`src/rtl/bcd_pkg.sv`:
```
// bcd_pkg
//   Constants and state encoding shared by the BCD-to-binary converter and
//   its per-digit corrector.
package bcd_pkg;

    typedef enum logic [1:0] {
        IDLE = 2'd0,
        CONV = 2'd1,
        DONE = 2'd2
    } state_t;

    // Largest legal value of one BCD digit.
    localparam logic [3:0] BCD_DIGIT_MAX     = 4'd9;
    // Digits at or above this after a right shift need correcting.
    localparam logic [3:0] BCD_SUB_THRESHOLD = 4'd8;
    localparam logic [3:0] BCD_SUB_VALUE     = 4'd3;

endpackage

```
`src/rtl/bcd_to_binary_seq_if.sv`:
```
// bcd_to_binary_seq_if
//   Start/busy/done handshake plus data bus of the BCD-to-binary converter.
//   master : requester (drives start, bcd_in; reads busy, done, err, bin_out)
//   slave  : converter (reads start, bcd_in; drives busy, done, err, bin_out)
interface bcd_to_binary_seq_if #(
    parameter int DIGITS = 4,
    parameter int BIN_W  = 14
);
    logic                  start;
    logic [4*DIGITS-1:0]   bcd_in;
    logic                  busy;
    logic                  done;
    logic                  err;
    logic [BIN_W-1:0]      bin_out;

    modport master (
        output start, bcd_in,
        input  busy, done, err, bin_out
    );

    modport slave (
        input  start, bcd_in,
        output busy, done, err, bin_out
    );
endinterface

```
`src/rtl/bcd_digit_sub3.sv`:
```
// bcd_digit_sub3
//   Combinational corrector for one BCD digit of the reverse double dabble:
//   subtracts 3 when the digit is 8 or more, otherwise passes it through.
//   Mirror of the add-3 corrector used by the binary-to-BCD encoder.
//   digit     : 4-bit digit after the right shift
//   corrected : 4-bit corrected digit
module bcd_digit_sub3
    import bcd_pkg::*;
(
    input  logic [3:0] digit,
    output logic [3:0] corrected
);

    // digit >= 8 guarantees digit - 3 >= 5, so no underflow is possible.
    assign corrected = (digit >= BCD_SUB_THRESHOLD) ? digit - BCD_SUB_VALUE : digit;

endmodule

```
`src/rtl/bcd_to_binary_seq.sv`:
```
// bcd_to_binary_seq
//   Sequential BCD-to-binary converter (reverse double dabble), one shift
//   step per clock. Inputs with a digit above 9 skip conversion and report err.
//   clk   : rising-edge clock
//   reset : asynchronous, active-high reset
//   bus   : slave side of the start/busy/done handshake
//           (start, bcd_in in; busy, done, err, bin_out out)
//   Latency: start accepted at edge k, done pulses after edge k+BIN_W+1
//   (k+1 for an invalid input).
module bcd_to_binary_seq
    import bcd_pkg::*;
#(
    parameter int DIGITS = 4,
    parameter int BIN_W  = 14
) (
    input  logic                clk,
    input  logic                reset,
    bcd_to_binary_seq_if.slave  bus
);

    localparam int BCD_W = 4 * DIGITS;
    localparam int CNT_W = $clog2(BIN_W + 1);
    localparam logic [CNT_W-1:0] LAST_STEP = CNT_W'(BIN_W - 1);

    state_t             state;
    logic [BCD_W-1:0]   bcd_reg;
    logic [BIN_W-1:0]   bin_reg;
    logic [CNT_W-1:0]   count;
    logic               err_pend;

    logic [BCD_W+BIN_W-1:0] shifted;
    logic [BCD_W-1:0]       bcd_corr;
    logic                   bad_digit;

    // Whole-register right shift; bcd_reg[0] drops into the bin_reg MSB.
    assign shifted = {bcd_reg, bin_reg} >> 1;

    for (genvar g = 0; g < DIGITS; g++) begin : g_digit
        bcd_digit_sub3 u_sub3 (
            .digit     (shifted[BIN_W + 4*g +: 4]),
            .corrected (bcd_corr[4*g +: 4])
        );
    end

    always_comb begin
        bad_digit = 1'b0;
        for (int i = 0; i < DIGITS; i++) begin
            if (bus.bcd_in[4*i +: 4] > BCD_DIGIT_MAX) begin
                bad_digit = 1'b1;
            end
        end
    end

    // done/err/bin_out are registered on the edge that leaves DONE, so the
    // done pulse lands in the following IDLE cycle, where a held start is
    // accepted again.
    always_ff @(posedge clk or posedge reset) begin
        if (reset) begin
            state       <= IDLE;
            bcd_reg     <= '0;
            bin_reg     <= '0;
            count       <= '0;
            err_pend    <= 1'b0;
            bus.busy    <= 1'b0;
            bus.done    <= 1'b0;
            bus.err     <= 1'b0;
            bus.bin_out <= '0;
        end else begin
            bus.done <= 1'b0;
            case (state)
                IDLE: begin
                    if (bus.start) begin
                        bus.busy <= 1'b1;
                        if (bad_digit) begin
                            err_pend <= 1'b1;
                            state    <= DONE;
                        end else begin
                            err_pend <= 1'b0;
                            bcd_reg  <= bus.bcd_in;
                            bin_reg  <= '0;
                            count    <= '0;
                            state    <= CONV;
                        end
                    end
                end
                CONV: begin
                    bcd_reg <= bcd_corr;
                    bin_reg <= shifted[BIN_W-1:0];
                    count   <= count + 1'b1;
                    if (count == LAST_STEP) begin
                        state <= DONE;
                    end
                end
                DONE: begin
                    bus.done    <= 1'b1;
                    bus.err     <= err_pend;
                    bus.bin_out <= err_pend ? '0 : bin_reg;
                    bus.busy    <= 1'b0;
                    state       <= IDLE;
                end
                default: begin
                    bus.busy <= 1'b0;
                    state    <= IDLE;
                end
            endcase
        end
    end

    // Every BCD bit must have been shifted out by the time DONE is reached.
    a_bcd_drained: assert property (@(posedge clk) disable iff (reset)
        (state == DONE) |-> (bcd_reg == '0));

endmodule
```
`src/flat_wrapper.sv`:
```
// flat-port wrapper written by rule: the top's interface ports become plain ports
module bcd_to_binary_seq_flat import bcd_pkg::*;
#(
    parameter int DIGITS = 4,
    parameter int BIN_W  = 14
)
  (clk, reset, bus_start, bus_bcd_in, bus_busy, bus_done, bus_err, bus_bin_out);
  bcd_to_binary_seq_if #(.DIGITS(DIGITS), .BIN_W(BIN_W)) bus_i ();
  input  logic clk;
  input  logic reset;
  input wire logic [$bits(bus_i.start)-1:0] bus_start;
  input wire logic [$bits(bus_i.bcd_in)-1:0] bus_bcd_in;
  output wire logic [$bits(bus_i.busy)-1:0] bus_busy;
  output wire logic [$bits(bus_i.done)-1:0] bus_done;
  output wire logic [$bits(bus_i.err)-1:0] bus_err;
  output wire logic [$bits(bus_i.bin_out)-1:0] bus_bin_out;
  assign bus_i.start = bus_start;
  assign bus_i.bcd_in = bus_bcd_in;
  assign bus_busy = bus_i.busy;
  assign bus_done = bus_i.done;
  assign bus_err = bus_i.err;
  assign bus_bin_out = bus_i.bin_out;
  bcd_to_binary_seq #(.DIGITS(DIGITS), .BIN_W(BIN_W)) u_core (.clk(clk), .reset(reset), .bus(bus_i));
endmodule
```
`config.mk`:
```
export PLATFORM = sky130hd
export DESIGN_NAME = bcd_to_binary_seq_flat
export DESIGN_NICKNAME = d
export VERILOG_FILES = /design/src/rtl/bcd_pkg.sv /design/src/rtl/bcd_to_binary_seq_if.sv /design/src/rtl/bcd_digit_sub3.sv /design/src/rtl/bcd_to_binary_seq.sv /design/src/flat_wrapper.sv
export SDC_FILE = /design/constraint.sdc
export NUM_CORES = 1
export LEC_CHECK = 0
export ABC_CLOCK_PERIOD_IN_PS = 2300
export BUFFER_PORTS_ARGS = -buffer_cell sky130_fd_sc_hd__buf_2
export CORE_UTILIZATION = 30
export DETAILED_ROUTE_END_ITERATION = 16
export PLACE_DENSITY_LB_ADDON = 0.3
export SLEW_MARGIN = 0
export SYNTH_ARGS = -nofsm -noshare
export SYNTH_HDL_FRONTEND = slang
export SYNTH_SLANG_ARGS = --single-unit
```
`constraint.sdc`:
```
create_clock -name clk -period 2.3 [get_ports clk]
set_clock_uncertainty 0.2 [all_clocks]
set_input_delay 0.69 -clock clk [delete_from_list [all_inputs] [get_ports clk]]
set_output_delay 0.69 -clock clk [all_outputs]
set_load 0.03 [all_outputs]
```
After elaboration in Yosys (flattened, before gate mapping)
Cells that the tools add are included.
{ "classes": {"mux": 26, "addsub": 5, "n_bitwise": 1, "order_cmp": 8, "n_eq_ne": 6, "reduce_logical": 6} }
{ "op_table": {"columns": ["op", "n"], "rows": [
  ["two-way mux 14 bit", 3],
  ["two-way mux 16 bit", 2],
  ["one-hot mux 16 bit (2 select lines)", 1],
  ["one-hot mux 14 bit (2 select lines)", 1],
  ["two-way mux 4 bit", 6],
  ["> comparator 4 bit (second input constant)", 4],
  ["greater-or-equal comparator 4 bit (second input constant)", 3],
  ["subtractor 4 x 2 -> 4 bit (second input constant)", 3],
  ["one-hot mux 4 bit (2 select lines)", 1],
  ["two-way mux 1 bit", 7],
  ["two-way mux 2 bit", 3],
  ["AND reduction 2 bit", 3],
  ["adder 4 x 1 -> 4 bit (second input constant)", 1],
  ["equality test 4 bit (second input constant)", 1],
  ["greater-or-equal comparator 3 x 4 -> 1 bit (second input constant)", 1],
  ["inequality test 2 bit (second input constant)", 2],
  ["one-hot mux 2 bit (2 select lines)", 1],
  ["subtractor 3 x 2 -> 4 bit (second input constant)", 1],
  ["AND reduction 3 bit", 1],
  ["equality test 2 x 1 -> 1 bit (second input constant)", 1],
  ["equality test 2 bit (second input constant)", 1],
  ["logical NOT 2 bit", 1],
  ["inequality test 2 x 1 -> 1 bit (second input constant)", 1],
  ["one-hot mux 1 bit (2 select lines)", 1],
  ["other kinds (2)", 2]
]} }
{ "totals": {"wordCells": 61, "register_bits": 54, "out_inout_bits": 17} }

Depth between registers and ports, before layout
Gate-level depths: netlist of the first run.
{ "logic_depth": {"depth_word": 8, "mapped_depth": 7, "ltp_nobuf": 6} }

Modules after synthesis
A second synthesis of the first run with hierarchy kept.
{ "unflattened": {"hier_cells": 310, "hier_area_um2": 3025.4} }
{ "by_module_without_submodules": {"columns": ["mod", "seq_area_each_um2", "cells_per_inst", "instances", "area_each_um2"], "rows": [
  ["bcd_to_binary_seq", 1351.3, 266, 1, 2720.1],
  ["bcd_digit_sub3", 0.0, 11, 4, 76.3]
]} }

Worst setup path after synthesis of the first run
OpenSTA, ideal clock, no wires.
{ "synth_timing": {"kind": "in2reg", "start": "input bus_bcd_in[14]", "end": "register u_core.bcd_reg[11]", "stages": 6, "setup_time_ns": 0.126, "path_buffers": 2, "arrival_time_ns": 1.597, "setup_slack_ns": 0.377, "cell_sequence": "o21ai_1 -> and4_1 -> buf_4 -> a21oi_2 -> buf_6 -> a221o_1"} }
{ "synth_via": {"elab_chain_len": 4} }
{ "synth_rtl": {"columns": ["item", "line", "rtl"], "rows": [
  ["from (decl)", "flat_wrapper.sv:12", "input wire logic [$bits(bus_i.bcd_in)-1:0] bus_bcd_in;"],
  ["> comparator 4 bit", "bcd_to_binary_seq.sv:48", "if (bus.bcd_in[4*i +: 4] > BCD_DIGIT_MAX) begin"],
  ["two-way mux 1 bit", "bcd_to_binary_seq.sv:48", null],
  ["inequality test 2 bit (no source line)", null, null],
  ["AND reduction 3 bit (no source line)", null, null],
  ["to (signal assigned)", "bcd_to_binary_seq.sv:79", "bcd_reg <= bus.bcd_in;"],
  ["to (signal assigned)", "bcd_to_binary_seq.sv:87", "bcd_reg <= bcd_corr;"],
  ["to (decl)", "bcd_to_binary_seq.sv:26", "logic [BCD_W-1:0] bcd_reg;"]
]} }
No other way between the ends.
A chain may end at the register's enable or synchronous reset.

Worst setup path in the final report of the first run
{ "layout_timing": {"start": "input bus_bcd_in[14]", "end": "register u_core.bin_reg[13]"} }
{ "layout_via": {"elab_chain_len": 4} }
{ "layout_rtl": {"columns": ["item", "line", "rtl"], "rows": [
  ["> comparator 4 bit", "bcd_to_binary_seq.sv:48", null],
  ["two-way mux 1 bit", "bcd_to_binary_seq.sv:48", null],
  ["inequality test 2 bit (no source line)", null, null],
  ["AND reduction 3 bit (no source line)", null, null],
  ["to (signal assigned)", "bcd_to_binary_seq.sv:88", "bin_reg <= shifted[BIN_W-1:0];"],
  ["to (decl)", "bcd_to_binary_seq.sv:27", "logic [BIN_W-1:0] bin_reg;"]
]} }
No other way between the ends.

==> summary.txt, run 1 <==
Final layout
  – Share of cells above drive strength 1: 20.3%
  – Max reg flops: 16
  – Layout overhead on the synthesized area: 17.2%
  – Nets: 337
  – # fillers: 894
  – # diodes: 0

Synthesis
  – Synthesized flop and latch total: 54
  – Mapped cell area: 0.00272 sq mm
  – Post-Syn Instances: 272
  – Yosys warns: 0
  – Synth top area share: 49.7%
  – Largest area contributor in the netlist: dfrtp_1
  – Post-synth ARST share: 100%
  – Synth top area cells: dfrtp_1 (50%), a21o_1 (4.7%), a22o_1 (4.5%)
  – Avg Inst Size Synth: 10.0 sq um
  – Syn_nets: 299
  – EDFF count, synth: 0
  – Main synth FF type: dfrtp_1
  – Sequential area share after synthesis: 49.7%
  – Count of cell types in the netlist: 39

Setup path
  – Reg2Reg Depth: 5
  – Critical path class: in -> reg
  – Reg2reg start: u_core.state[0]$_DFFE_PP0P_
  – R2R setup slack: 500 ps
  – Crit path DAT: 1900 ps
  – RR Endpoint: u_core.bcd_reg[4]$_DFFE_PP0P_
  – Max FO, Critical Path: 17
  – Startpoint Class: input port
  – Critical path capture point type: register
  – CP required: 2300 ps

Global route
  – First-pass GRT wire length: 10000 microns
  – Vias in the first global route: 1999
  – GRT Util Overall: 12.9%
  – Grt ovf: 0
  – Largest net degree at the start of global routing: 55
  – Initial antenna violation count: 0

Clock tree
  – Post CTS Setup Buffer Count: 0
  – CTS resizes: 0
  – Worst-path clk slew: 110 ps
  – CTS tree: done
  – Clock Tree Buf Depth: 2
  – Clock sinks: 54
  – Hold buffers post-CTS: 0
  – Clock buffer count from CTS: 5
  – Htree depth: 2
  – CTS root buf: clkbuf_8
  – Clock insertion delay at the later pin of the skew report: 310 ps

Timing
  – Hold violation count in the final report: 0
  – Setup TNS Final: 0 ps
  – Minimum clock period: 1900 ps
  – RSZ-0062 raised after global routing: no
  – Relative slew slack: 71.5%
  – Fmax: 527 MHz
  – Max Transition Viols Final: 0
  – Final Setup Violations: 0
  – Crit share post-route: 82.5%
  – Worst slew pin tran: 428 ps
  – Post-route setup slack: 403 ps

Outcome
  – Outcome: completed

Pwr
  – VDD IR max: 0.416 mV
  – Leak pwr: 0.00151 uW
  – Pwr dens: 1240 mW/mm^2

Detailed routing
  – Via count: 2087
  – Drt total wl: 5730 microns
  – Vias per inst: 4.98
  – Wire per inst: 13.7 microns
  – ANT nets after route: 0
  – DR pass1 iterations: 4
  – Initial DRC Count: 89
  – DRC violations left: 0

Placed design
  – Port-buffer cells: 35
  – Routability cong.: 0.762
  – Detailed-placement wirelength estimate: 3920 microns
  – Placement Setup Slack: 70.1 ps

Die
  – Die width: 97.2 microns
  – # IOs: 36
  – Core area: 0.00876 sq mm
  – DIE HEIGHT: 97.2 microns
  – Die area: 0.00945 sq mm
  – Num rows: 34
  – Initial Utilization: 31.0%

Run
  – Max-cap violations: 0

Hold path
  – Min-Delay Path Class: in -> async
## cells in the mapped netlist (2+ instances only)
| cell | instances |
|---|---|
| nor3_1 | 16 |
| a31oi_1 | 3 |
| nand4_1 | 2 |
| clkbuf_1 | 9 |
| a32oi_1 | 3 |
| nand2b_1 | 18 |
| a21o_1 | 17 |
| ha_1 | 8 |
| nand2_1 | 20 |
| a21oi_1 | 3 |
| buf_4 | 3 |
| a221o_1 | 3 |
| nor2_1 | 14 |
| a22o_1 | 14 |
| xnor2_1 | 3 |
| a211oi_1 | 9 |
| o21ai_0 | 17 |
| dfrtp_1 | 54 |
| o31a_1 | 3 |
| buf_2 | 5 |
| inv_1 | 9 |
| nor2b_1 | 4 |
| o21ai_1 | 4 |
| o22ai_1 | 11 |
| and3_1 | 2 |
| xor2_1 | 5 |
## how the worst max path moves through the flow
stage | endpoint | start | cells past startpoint | slack [ps]
after floorplan | u_core.bcd_reg[0]$_DFFE_PP0P_ | reset | 1 | 100
after global placement | u_core.bin_reg[9]$_DFFE_PP0P_ | bus_bcd_in[14] | 6 | 80
after detailed placement | u_core.bin_reg[13]$_DFFE_PP0P_ | bus_bcd_in[14] | 6 | 70
after CTS | u_core.bin_reg[13]$_DFFE_PP0P_ | bus_bcd_in[14] | 6 | 400
after global routing | u_core.bcd_reg[2]$_DFFE_PP0P_ | u_core.state[0]$_DFFE_PP0P_ | 5 | 300
final | u_core.bin_reg[13]$_DFFE_PP0P_ | bus_bcd_in[14] | 6 | 400
## kinds of logic (layout without fill, tap and decap cells)
| kind of cell | Yosys count | in the layout | share of synthesized area [%] |
|---|---|---|---|
| simple gates | 80 | 80 | 14.7 |
| compound gates | 91 | 91 | 23.7 |
| fa+ha+maj | 8 | 8 | 3.68 |
| flops | 54 | 54 | 49.7 |
| xor+xnor | 8 | 8 | 2.58 |
| buf+inv | 29 | 68 | 4.92 |
| mux | 2 | 2 | 0.782 |
## critical path, cell delays in order
cell	delay (ps)
buf_2	100
o21ai_1	260
and4_1	350
a21oi_2	130
buf_12	180
a21o_1	170
## through the flow
step / utilization [%] / total power (uW) / cells / hold slack [ps] / area [sq um]
2_1_floorplan: - / 2870 / 272 / 273 / 2720
3_3_place_gp: 35.0 / 3270 / 411 / 257 / 3070
4_1_cts: 36.4 / 3980 / 419 / 226 / 3190
6_report: 36.4 / 3940 / 419 / 220 / 3190
3_5_place_dp: 35.0 / 3300 / 411 / 266 / 3070
5_1_grt: 36.4 / 4250 / 419 / 235 / 3190
## layer usage
layer	share of wire (%)	wire length (microns)	track usage [%]
met1	51	2930	18.4
met5	0	0	0
met2	44	2540	20.1
met4	0.51	29	3.10
met3	4.1	236	2.73
## cells in the final DEF (no fill, tap or decap), types with 4 or more instances in the layout
master,n
nor2b_1,4
o22ai_1,11
buf_2,35
xor2_1,5
nand2b_1,18
a22o_1,14
inv_1,8
o21ai_1,4
dfrtp_1,54
nand2_1,20
nor2_1,14
a21o_1,17
clkbuf_8,5
a211oi_1,9
buf_4,13
nor3_1,16
o21ai_0,17
ha_1,8
## power by group
part | total [uW] | internal, uW | switching [uW]
Sequential | 1750 | 1330 | 413
Clock | 672 | 333 | 339
Combinational | 1520 | 730 | 789
Total | 3940 | 2400 | 1540
## final cells by class
class                           instances  area (sq um)  area share (%)
Timing Repair Buffer                   50           313            9.82
Multi-Input combinational cell        189          1230            38.7
Inverter                               10          37.5            1.18
Sequential cell                        54          1350            42.4
Tap cell                              108           135            4.24
Clock buffer                            5          68.8            2.16
Clock inverter                          3          47.5            1.49
Note: power is estimated with default switching activity, not from simulation.
==> run 2: changes to the inputs <==
--- a/config.mk
+++ b/config.mk
@@ -5,7 +5,7 @@
 export SDC_FILE = /design/constraint.sdc
 export NUM_CORES = 1
 export LEC_CHECK = 0
-export ABC_CLOCK_PERIOD_IN_PS = 2300
+export ABC_CLOCK_PERIOD_IN_PS = 1750
 export BUFFER_PORTS_ARGS = -buffer_cell sky130_fd_sc_hd__buf_2
 export CORE_UTILIZATION = 30
 export DETAILED_ROUTE_END_ITERATION = 16
==> constraint.sdc (replaced) <==
create_clock -name clk -period 1.75 [get_ports clk]
set_clock_uncertainty 0.2 [all_clocks]
set_input_delay 0.525 -clock clk [delete_from_list [all_inputs] [get_ports clk]]
set_output_delay 0.525 -clock clk [all_outputs]
set_load 0.03 [all_outputs]
==> summary.txt, run 2 (synthesized netlist as in run 1, its figures left out) <==
Setup path
  – R2R setup slack: 180 ps
  – Crit path DAT: 1620 ps
  – Reg2Reg Depth: 5
  – Critical path's slowest cell: and4_2
  – CP required: 1750 ps
  – Critical path capture point type: register
  – Max FO, Critical Path: 17
  – Critical path class: in -> reg
  – RR Endpoint: u_core.bcd_reg[2]$_DFFE_PP0P_
  – Startpoint Class: input port
  – Critical path, cell by cell: buf_2 > o21ai_2 > and4_2 > a21oi_2 > buf_12 > a21o_1
  – Critical Path Source: bus_bcd_in[14]
  – Reg2reg start: u_core.state[0]$_DFFE_PP0P_
  – CP max stage delay: 330 ps

Run
  – Max-cap violations: 0

Global route
  – Most used routing layer: met2
  – Largest net degree at the start of global routing: 26
  – GRT met2 Usage: 21.9%
  – Vias in the first global route: 2093
  – First-pass GRT wire length: 10200 microns
  – Met1 Resource Use GR: 18.0%
  – Initial antenna violation count: 0
  – Grt ovf: 0
  – GRT Util Overall: 13.5%
  – Met3 usage: 3.02%

Hold path
  – Min-Delay Path Class: in -> async

Clock tree
  – Htree depth: 2
  – Post CTS Setup Buffer Count: 0
  – Clock insertion delay at the later pin of the skew report: 310 ps
  – Clock buffer count from CTS: 5
  – Clock Tree Buf Depth: 2
  – Clock sinks: 54
  – CTS root buf: clkbuf_8
  – Worst-path clk slew: 100 ps
  – CTS tree: done

Placed design
  – Routability cong.: 0.781
  – Detailed-placement wirelength estimate: 4240 microns
  – Port-buffer cells: 35
  – Placed instance count: 433

Final layout
  – Layout overhead on the synthesized area: 24.5%
  – Nets: 359
  – Max reg flops: 16
  – Share of cells above drive strength 1: 27.0%
  – Finished Layout Cells: 441
  – Most common cell after layout, fill and taps aside: dfrtp_1
  – Layout Utilization: 38.6%
  – # diodes: 0
  – Most frequent cells in the layout: dfrtp_1 (54), buf_2 (35), buf_4 (34)

Die
  – Die width: 97.2 microns
  – DIE HEIGHT: 97.2 microns
  – Num rows: 34
  – # IOs: 36
  – Core area: 0.00876 sq mm
  – Die area: 0.00945 sq mm
  – Initial Utilization: 31.0%

Pwr
  – Leak pwr: 0.00162 uW
  – Pwr dens: 1550 mW/mm^2
  – VDD IR max: 0.630 mV

Detailed routing
  – Drt total wl: 5840 microns
  – Initial DRC Count: 98
  – ANT nets after route: 0
  – Wire per inst: 13.2 microns
  – Vias per inst: 4.99
  – Via count: 2202
  – DR pass1 iterations: 4
  – DRC violations left: 0

Timing
  – Max Transition Viols Final: 0
  – Setup TNS Final: 0 ps
  – Fmax: 619 MHz
  – Hold violation count in the final report: 0
  – Minimum clock period: 1620 ps
  – Worst slew pin tran: 420 ps
  – Final Setup Violations: 0
  – Crit share post-route: 92.3%
  – Relative slew slack: 71.9%
  – RSZ-0062 raised after global routing: no

Outcome
  – Outcome: completed
[run 2: changes by cell type in the layout (fill, tap and decap cells not counted), sizes merged]
| cell | delta |
|---|---|
| buf | +22 |
| clkinv | +1 |
| clkinvlp | +1 |
| inv | -2 |
[run 2: stage by stage]
stage	hold slack [ps]	total power, uW	setup WS (ps)	area [sq um]
after floorplan	273	3780	7.08	2740
after global placement	255	4350	-332	3260
after detailed placement	265	4410	-372	3260
after CTS	3.58	5310	15.2	3380
after global routing	17.7	5690	29.1	3380
final	2.80	5240	134	3380
[run 2: layout make-up]
type	count	area (sq um)
Clock buffer	5	68.8
Clock inverter	3	47.5
Fill cell	904	5380
Inverter	10	41.3
Multi-Input combinational cell	189	1250
Sequential cell	54	1350
Tap cell	108	135
Timing Repair Buffer	72	490
[run 2: worst max path at each step]
stage / end / slack [ps]
after floorplan: u_core.bcd_reg[11]$_DFFE_PP0P_ / 7
after global placement: u_core.bin_reg[10]$_DFFE_PP0P_ / -330
after detailed placement: u_core.count[0]$_DFFE_PP0P_ / -370
after CTS: u_core.count[0]$_DFFE_PP0P_ / 20
after global routing: u_core.bcd_reg[8]$_DFFE_PP0P_ / 30
final: u_core.bcd_reg[15]$_DFFE_PP0P_ / 130
[run 2: what timing repair did]
item                       4_1_cts  5_1_grt
setup endpoints to repair       22       30
hold buffers                     0        0
resized for setup                1        1
[run 2: metal layers]
| metal | wire length, microns | part of all wire, % |
|---|---|---|
| met1 | 2800 | 48 |
| met2 | 2730 | 47 |
| met3 | 246 | 4.2 |
| met4 | 67 | 1.1 |
| met5 | 0 | 0 |
[run 2: where the power goes]
group          total [uW]  internal [uW]  switching, uW
clock                 869            434            434
combinational        2090           1020           1070
sequential           2280           1750            527
total                5240           3210           2030
[run 2: worst max-delay path: cells and delay by family]
kind	cells	cell delay [ps]
compound gates	3	480
buf+inv	2	270
simple gates	1	330
